===== config.mk =====
export PLATFORM = sky130hd
export DESIGN_NAME = intersection_sequencer
export DESIGN_NICKNAME = d
export VERILOG_FILES = /design/src/rtl/intersection_sequencer.sv
export SDC_FILE = /design/constraint.sdc
export NUM_CORES = 1
export LEC_CHECK = 0
export ABC_AREA = 1
export ABC_CLOCK_PERIOD_IN_PS = 5400
export CAP_MARGIN = 25
export CORE_UTILIZATION = 60
export CTS_BUF_LIST = sky130_fd_sc_hd__clkbuf_16
export CTS_CLUSTER_DIAMETER = 100
export DETAILED_ROUTE_END_ITERATION = 16
export DONT_BUFFER_PORTS = 1
export GPL_TIMING_DRIVEN = 0
export HOLD_SLACK_MARGIN = 0.15
export PLACE_DENSITY = 0.76
export SLEW_MARGIN = 0
export SYNTH_ARGS = -nofsm -noshare
export SYNTH_HDL_FRONTEND = slang
export SYNTH_SLANG_ARGS = --single-unit

===== constraint.sdc =====
create_clock -name clk -period 5.4 [get_ports clk]
set_clock_uncertainty 0.2 [all_clocks]
set_input_delay 1.08 -clock clk [delete_from_list [all_inputs] [get_ports clk]]
set_output_delay 1.08 -clock clk [all_outputs]
set_load 0.01 [all_outputs]

===== src/rtl/intersection_sequencer.sv =====
// intersection_sequencer: two-road light sequencer with min/max green, pedestrian walk and emergency all-red
module intersection_sequencer #(
  parameter int CNT_W     = 8,
  parameter int MIN_GREEN = 4,
  parameter int MAX_GREEN = 12,
  parameter int YELLOW    = 2,
  parameter int ALLRED    = 1,
  parameter int WALK      = 3
) (
  input  logic       clk,
  input  logic       reset,
  input  logic       ta,
  input  logic       tb,
  input  logic       ped_req,
  input  logic       emergency,
  output logic [1:0] la,
  output logic [1:0] lb,
  output logic       walk,
  output logic       ped_pend,
  output logic [2:0] phase
);
  typedef enum logic [2:0] {
    A_GRN = 3'd0, A_YEL = 3'd1, AR_AB = 3'd2, B_GRN = 3'd3,
    B_YEL = 3'd4, AR_BA = 3'd5, PED   = 3'd6, EMERG = 3'd7
  } state_t;
  localparam logic [CNT_W-1:0] T_MIN  = CNT_W'(MIN_GREEN - 1);
  localparam logic [CNT_W-1:0] T_MAX  = CNT_W'(MAX_GREEN - 1);
  localparam logic [CNT_W-1:0] T_YEL  = CNT_W'(YELLOW - 1);
  localparam logic [CNT_W-1:0] T_AR   = CNT_W'(ALLRED - 1);
  localparam logic [CNT_W-1:0] T_WALK = CNT_W'(WALK - 1);
  state_t           state, state_n;
  logic [CNT_W-1:0] t;
  logic             nxt_side, side_n;
  always_comb begin
    state_n = state;
    side_n  = nxt_side;
    case (state)
      A_GRN: state_n = (emergency || (t >= T_MIN && (!ta || (t >= T_MAX && (tb || ped_pend))))) ? A_YEL : A_GRN;
      A_YEL: state_n = (t == T_YEL) ? AR_AB : A_YEL;
      AR_AB: begin
        state_n = (t != T_AR) ? AR_AB : emergency ? EMERG : ped_pend ? PED : B_GRN;
        side_n  = (t == T_AR && !emergency && ped_pend) ? 1'b1 : nxt_side;
      end
      B_GRN: state_n = (emergency || (t >= T_MIN && (!tb || (t >= T_MAX && (ta || ped_pend))))) ? B_YEL : B_GRN;
      B_YEL: state_n = (t == T_YEL) ? AR_BA : B_YEL;
      AR_BA: begin
        state_n = (t != T_AR) ? AR_BA : emergency ? EMERG : ped_pend ? PED : A_GRN;
        side_n  = (t == T_AR && !emergency && ped_pend) ? 1'b0 : nxt_side;
      end
      PED:   state_n = emergency ? EMERG : (t != T_WALK) ? PED : nxt_side ? B_GRN : A_GRN;
      EMERG: begin
        state_n = emergency ? EMERG : A_GRN;
        side_n  = emergency ? nxt_side : 1'b1;
      end
      default: state_n = A_GRN;
    endcase
  end
  always_ff @(posedge clk or posedge reset) begin
    if (reset) begin
      state    <= A_GRN;
      t        <= '0;
      ped_pend <= 1'b0;
      nxt_side <= 1'b1;
    end else begin
      state    <= state_n;
      nxt_side <= side_n;
      t        <= (state_n != state) ? '0 : (&t) ? t : t + 1'b1;
      ped_pend <= (state_n == PED && state != PED) ? 1'b0 : (ped_pend | ped_req);
    end
  end
  assign la    = (state == A_GRN) ? 2'b00 : (state == A_YEL) ? 2'b01 : 2'b10;
  assign lb    = (state == B_GRN) ? 2'b00 : (state == B_YEL) ? 2'b01 : 2'b10;
  assign walk  = (state == PED);
  assign phase = state;
endmodule


==> impl_metrics.py, run 1 <==
metrics = {
    "timing": {
        "setup_violations": 0,
        "min_period_over_period_pct": 49.7,
        "worst_pin_slew_ns": 0.539,
        "rsz0062_at_grt": "no",
        "max_freq_mhz": 373,
        "drv_slew": 0,
        "hold_viol_final": 0,
        "maxSlewHeadroom_pct": 64.0,
        "post-route-min-period_ns": 2.68,
        "final.setup.tns_ns": 0,
        "whs_ns": 0.285,
    },
    "clock_network": {
        "cts_hold_buf": 0,
        "cts_buffers": 3,
        "cts_tree": "built",
        "post_cts_buffers": 0,
        "clockBufferDepth": 2,
        "clkLatencyLatePin_ns": 0.24,
        "root_buffer": "clkbuf_16",
        "numClockSinks": 13,
        "cts-resized-gates": 0,
        "clk_pin_slew_ns": 0.05,
        "htreeDepth": 1,
    },
    "synthesis": {
        "synth_area_um2": 1120,
        "synthMuxAreaShare_pct": 0,
        "synthCells": 166,
        "syn_nets": 176,
        "synth_simple_gate_area_share_pct": 47.5,
        "synth-xor-area-share_pct": 2.34,
        "synth_top_area_cell": "dfrtp_1",
        "synth-adder-area-share_pct": 4.45,
        "ys_ff_latch": 13,
        "synth_top_family_by_area": "simple AND/OR/NAND/NOR gates",
        "yosysSeqAreaShare_pct": 29.0,
        "synthArstFlopShare_pct": 100,
        "synth_edf_count": 0,
        "yosys.cell_types.count": 26,
        "ys.flop_type": "dfrtp_1",
        "synth-compound-area-share_pct": 7.68,
        "synth_area_leaders": "dfrtp_1 27%, nand2_1 13%, nand3_1 7.1%",
        "avgSynthCellArea_um2": 6.78,
        "synth_warnings": 0,
        "synth_top_area_share_pct": 26.7,
    },
    "finish": {
        "antennaDiodeCount": 0,
        "multi_input_area_um2": 697,
        "regArea_um2": 327,
        "mostFrequentLayoutCells": "39 x nand2_1, 21 x inv_1, 20 x nor2_1",
        "areaGrowthSynthToFinish_pct": 9.79,
        "fin_area_um2": 1230,
        "fin_nets": 181,
        "drive_gt1_share_pct": 19.4,
        "fin_util_pct": 70.8,
        "nFillCells": 141,
        "layout_commonest_cell": "nand2_1",
    },
    "placement": {
        "port_buffers": 0,
        "placed_cell_area_um2": 1160,
        "post-dp-hpwl_mm": 1.69,
        "place.gp.congestion": 0.865,
    },
    "route": {
        "post_drt_wl_per_cell_um": 11.6,
        "final_antenna_net_count": 0,
        "routed_wl_mm": 2.27,
        "drt_iter0_markers": 24,
        "routed_via_density": 5.23,
        "dr_total_vias": 1020,
        "drcViolationCount": 0,
        "drtPass1Iterations": 4,
    },
    "power": {
        "power_uw": 706,
        "power_frac_seq_pct": 22.2,
        "p_comb_share_pct": 58.1,
        "ir_worst_vdd_uv": 292,
        "p_leak_uw": 0.000613,
        "internal_power_uw": 359,
        "swShare_pct": 49.1,
        "p_per_area_nw_per_um2": 571,
        "clkPwrFrac_pct": 19.8,
        "p_sw_uw": 347,
    },
    "worst_setup_path": {
        "path_class": "reg -> out",
        "worstSetupEndpointType": "output pin",
        "crit_chain": "buf_4 -> nor3_2 -> nor2_1",
        "arrival_ns": 1.40,
        "cp-start-kind": "flip-flop",
        "cp_slowest_stage_delay_ns": 0.41,
        "cp.required_ns": 4.12,
        "crit_fanout": 8,
        "critPathSlowestCell": "dfrtp_1",
    },
    "grt": {
        "grtUsageMet2_pct": 44.6,
        "grt_overflow": 0,
        "grt_usage_pct": 25.1,
        "busiest_layer": "met2",
        "grt_pass1_vias": 904,
        "met3_usage_pct": 6.00,
        "antenna_found_initial": 0,
        "grt_pass1_wl_mm": 3.64,
        "grt_start_max_net_pins": 14,
        "grt_util_met1_pct": 28.6,
    },
    "die": {
        "io_pins": 15,
        "dieArea_um2": 2050,
        "fp-row-count": 15,
        "start_util_pct": 64.4,
        "die_y_um": 45.3,
        "dieWidth_um": 45.3,
        "fp.coreArea_um2": 1750,
    },
    "job": {
        "max-cap-violations": 0,
    },
    "min_path": {
        "hold_path_class": "reg -> reg",
    },
    "run_status": {
        "status": "complete, no violations",
    },
}
power groups by stage:
stage | sequential (uW) | clock [uW] | combinational (uW)
after CTS | 157 | 141 | 414
after detailed placement | 158 | 0 | 410
final | 157 | 139 | 410
after global placement | 157 | 0 | 406
after floorplan | 152 | 0 | 350
after global routing | 161 | 145 | 461
final cells by class:
class	instances	share of cell area, %
clock buffer	3	6.08
sequential	13	26.4
inverter	23	6.99
multi-input combinational	128	56.4
tap	25	2.53
clock inverter	1	0.304
buffer	2	1.22
metrics by stage:
step | std cells | setup WS, ns
floorplan | 166 | 3.02
global placement | 191 | 2.86
detailed placement | 191 | 2.86
CTS | 195 | 2.71
global route | 195 | 2.63
finish | 195 | 2.72
worst max-delay path: cells and delay by family, from the launching register on:
| family | cells | cell delay, ns |
|---|---|---|
| buffers and inverters | 1 | 0.19 |
| AND/OR/NAND/NOR | 2 | 0.57 |
| flip-flops | 1 | 0.41 |
worst paths after layout:
| path | start | to | slack, ns | cells after the start |
|---|---|---|---|---|
| setup / recovery | phase[1]$_DFF_PP0_ | lb[1] | 2.72 | 3 |
| hold / removal | nxt_side$_DFFE_PP1P_ | nxt_side$_DFFE_PP1P_ | 0.29 | 2 |
| setup reg to reg | t[0]$_DFFE_PP0P_ | t[2]$_DFFE_PP0P_ | 3.26 | 13 |
| hold reg to reg | nxt_side$_DFFE_PP1P_ | nxt_side$_DFFE_PP1P_ | 0.29 | 2 |
| max in group asynchronous | reset | nxt_side$_DFFE_PP1P_ | 4.07 | 1 |
| min in group asynchronous | reset | phase[2]$_DFF_PP0_ | 0.57 | 1 |
per-layer routing:
layer | up-vias | routed length [um]
met2 | 27 | 1130
met5 | - | 0
li1 | 537 | -
met1 | 451 | 1010
met4 | 0 | 31
met3 | 5 | 96
synth_stat cells (3+ instances only):
| master | count |
|---|---|
| ha_1 | 4 |
| inv_2 | 3 |
| xor2_1 | 3 |
| nand2_2 | 4 |
| nor2_1 | 20 |
| nor2_4 | 3 |
| nand2_1 | 39 |
| nor2_2 | 10 |
| nand3_1 | 16 |
| o21ai_0 | 8 |
| nor3_2 | 3 |
| a21oi_1 | 5 |
| inv_1 | 20 |
| dfrtp_1 | 12 |
registers in the layout, indices dropped and copies added (netlist names):
name / flops
t: 8
phase: 3
nxt_side: 1
ped_pend: 1
cells by family (layout without fill, tap and decap cells):
kind of cell    after synthesis  count (layout)
compound gates               16              16
simple gates                105             105
flops                        13              13
fa+ha+maj                     4               4
buf+inv                      25              29
xor+xnor                      3               3
No activity file was read; power rests on OpenSTA's default activity.
==> run 2: changes to the inputs <==
--- a/config.mk
+++ b/config.mk
@@ -6,7 +6,7 @@
 export NUM_CORES = 1
 export LEC_CHECK = 0
 export ABC_AREA = 1
-export ABC_CLOCK_PERIOD_IN_PS = 5400
+export ABC_CLOCK_PERIOD_IN_PS = 2500
 export CAP_MARGIN = 25
 export CORE_UTILIZATION = 60
 export CTS_BUF_LIST = sky130_fd_sc_hd__clkbuf_16
==> constraint.sdc (replaced) <==
create_clock -name clk -period 2.5 [get_ports clk]
set_clock_uncertainty 0.2 [all_clocks]
set_input_delay 0.5 -clock clk [delete_from_list [all_inputs] [get_ports clk]]
set_output_delay 0.5 -clock clk [all_outputs]
set_load 0.01 [all_outputs]
==> impl_metrics.py, run 2 (synthesis gave the netlist of run 1 again) <==
metrics = {
    "timing": {
        "max_freq_mhz": 468,
        "min_period_over_period_pct": 85.4,
        "maxSlewHeadroom_pct": 63.9,
        "setup_violations": 0,
        "drv_slew": 0,
        "rsz0062_at_grt": "no",
        "final.setup.tns_ns": 0,
        "worst_pin_slew_ns": 0.541,
        "whs_ns": 0.221,
        "post-route-min-period_ns": 2.14,
        "hold_viol_final": 0,
    },
    "finish": {
        "nFillCells": 137,
        "instances_no_fill": 196,
        "drive_gt1_share_pct": 19.3,
        "top_register": "t",
        "antennaDiodeCount": 0,
        "largest_reg_flops": 8,
        "mostFrequentLayoutCells": "39 x nand2_1, 21 x inv_1, 20 x nor2_1",
        "fin_nets": 182,
        "layout_commonest_cell": "nand2_1",
        "areaGrowthSynthToFinish_pct": 10.7,
    },
    "die": {
        "fp.coreArea_um2": 1750,
        "dieWidth_um": 45.3,
        "dieArea_um2": 2050,
        "fp-row-count": 15,
        "start_util_pct": 64.4,
        "die_y_um": 45.3,
        "io_pins": 15,
    },
    "route": {
        "drtPass1Iterations": 4,
        "dr_total_vias": 1023,
        "routed_via_density": 5.22,
        "drt_iter0_markers": 24,
        "drcViolationCount": 0,
        "final_antenna_net_count": 0,
        "post_drt_wl_per_cell_um": 11.6,
        "routed_wl_mm": 2.28,
    },
    "min_path": {
        "hold_path_class": "in -> reg",
        "hold_depth": 2,
        "holdPathEnd": "ped_pend$_DFF_PP0_",
        "hp-start": "ped_req",
    },
    "worst_setup_path": {
        "critPathSlowestCell": "dfrtp_1",
        "r2r-start": "t[0]$_DFFE_PP0P_",
        "cpMostUsedCell": "nand2_1",
        "cp_slowest_stage_delay_ns": 0.43,
        "path_class": "reg -> reg",
        "arrival_ns": 2.06,
        "cp-start-kind": "flip-flop",
        "crit_fanout": 8,
        "r2r_slack_ns": 0.36,
        "cp.required_ns": 2.43,
        "worstSetupEndpointType": "flip-flop",
        "crit_chain": "ha_1 -> o21ai_0 -> nand2_1 -> nand2_1 -> nand2_1 -> nand2_1 -> nand3_1 -> nand2_1 -> nand2_2 -> nand2_2 -> nand2_2 -> nand2_4 -> nor2_2",
        "reg2regPathDepth": 13,
        "r2r-end": "t[2]$_DFFE_PP0P_",
    },
    "grt": {
        "grt_start_max_net_pins": 14,
        "grt_pass1_wl_mm": 3.66,
        "antenna_found_initial": 0,
        "grt_usage_pct": 25.2,
        "grt_overflow": 0,
        "grt_pass1_vias": 907,
    },
    "clock_network": {
        "htreeDepth": 1,
        "cts_tree": "built",
        "root_buffer": "clkbuf_16",
        "cts_buffers": 3,
        "numClockSinks": 13,
        "clockBufferDepth": 2,
        "clk_pin_slew_ns": 0.05,
        "clkLatencyLatePin_ns": 0.24,
    },
    "job": {
        "max-cap-violations": 0,
    },
    "power": {
        "ir_worst_vdd_uv": 631,
        "p_leak_uw": 0.000617,
        "p_per_area_nw_per_um2": 1230,
    },
    "placement": {
        "port_buffers": 0,
        "post-dp-hpwl_mm": 1.69,
        "place_inst": 191,
        "place.gp.congestion": 0.865,
    },
    "run_status": {
        "status": "complete, no violations",
    },
}
[run 2: area by class of cell]
| type | instances | area (um2) | area share [%] |
|---|---|---|---|
| Multi-Input combinational cell | 128 | 697 | 56.0 |
| Tap cell | 25 | 31.3 | 2.51 |
| Buffer | 2 | 15.0 | 1.21 |
| Clock inverter | 1 | 3.75 | 0.302 |
| Timing Repair Buffer | 1 | 10.0 | 0.804 |
| Inverter | 23 | 86.3 | 6.93 |
| Sequential cell | 13 | 327 | 26.2 |
| Clock buffer | 3 | 75.1 | 6.03 |
[run 2: metal layers]
layer	vias up	track usage, %	routed length (um)
li1	539	-	-
met1	452	28.9	1020
met2	27	44.6	1130
met3	5	6.00	96
met4	0	10.3	31
met5	-	0	0
[run 2: timing repair]
item | in CTS | in global routing
setup buffers | 0 | 0
resized for setup | 0 | 0
hold endpoints to repair | 12 | 0
hold buffers | 1 | 0
[run 2: worst max path at each step]
stage,cells past startpoint,from,to
floorplan,13,t[0]$_DFFE_PP0P_,t[3]$_DFFE_PP0P_
global placement,13,t[0]$_DFFE_PP0P_,t[3]$_DFFE_PP0P_
detailed placement,13,t[0]$_DFFE_PP0P_,t[6]$_DFFE_PP0P_
CTS,13,t[0]$_DFFE_PP0P_,t[2]$_DFFE_PP0P_
global route,13,t[0]$_DFFE_PP0P_,t[2]$_DFFE_PP0P_
finish,13,t[0]$_DFFE_PP0P_,t[2]$_DFFE_PP0P_
[run 2: through the flow]
stage	total power (uW)	area, um2	util [%]	worst slack [ns]
detailed placement	1230	1160	66.2	0.375
finish	1530	1240	71.3	0.365
floorplan	1080	1120	-	0.574
global route	1660	1240	71.3	0.172
global placement	1220	1160	66.2	0.401
CTS	1540	1240	71.3	0.350
[run 2: power breakdown]
| group | total [uW] | switching [uW] | internal [uW] | leakage [uW] |
|---|---|---|---|---|
| combinational | 886 | 593 | 293 | 0.000408 |
| sequential | 338 | 66.1 | 272 | 0.000168 |
| clock | 301 | 89.9 | 211 | 0.0000423 |
| total | 1530 | 749 | 776 | 0.000617 |
[run 2: worst max-delay path: cells and delay by family, from the launching register on]
kind	cells	cell delay, ns
fa+ha+maj	1	0.28
simple gates	11	0.93
flops	1	0.43
compound gates	1	0.17
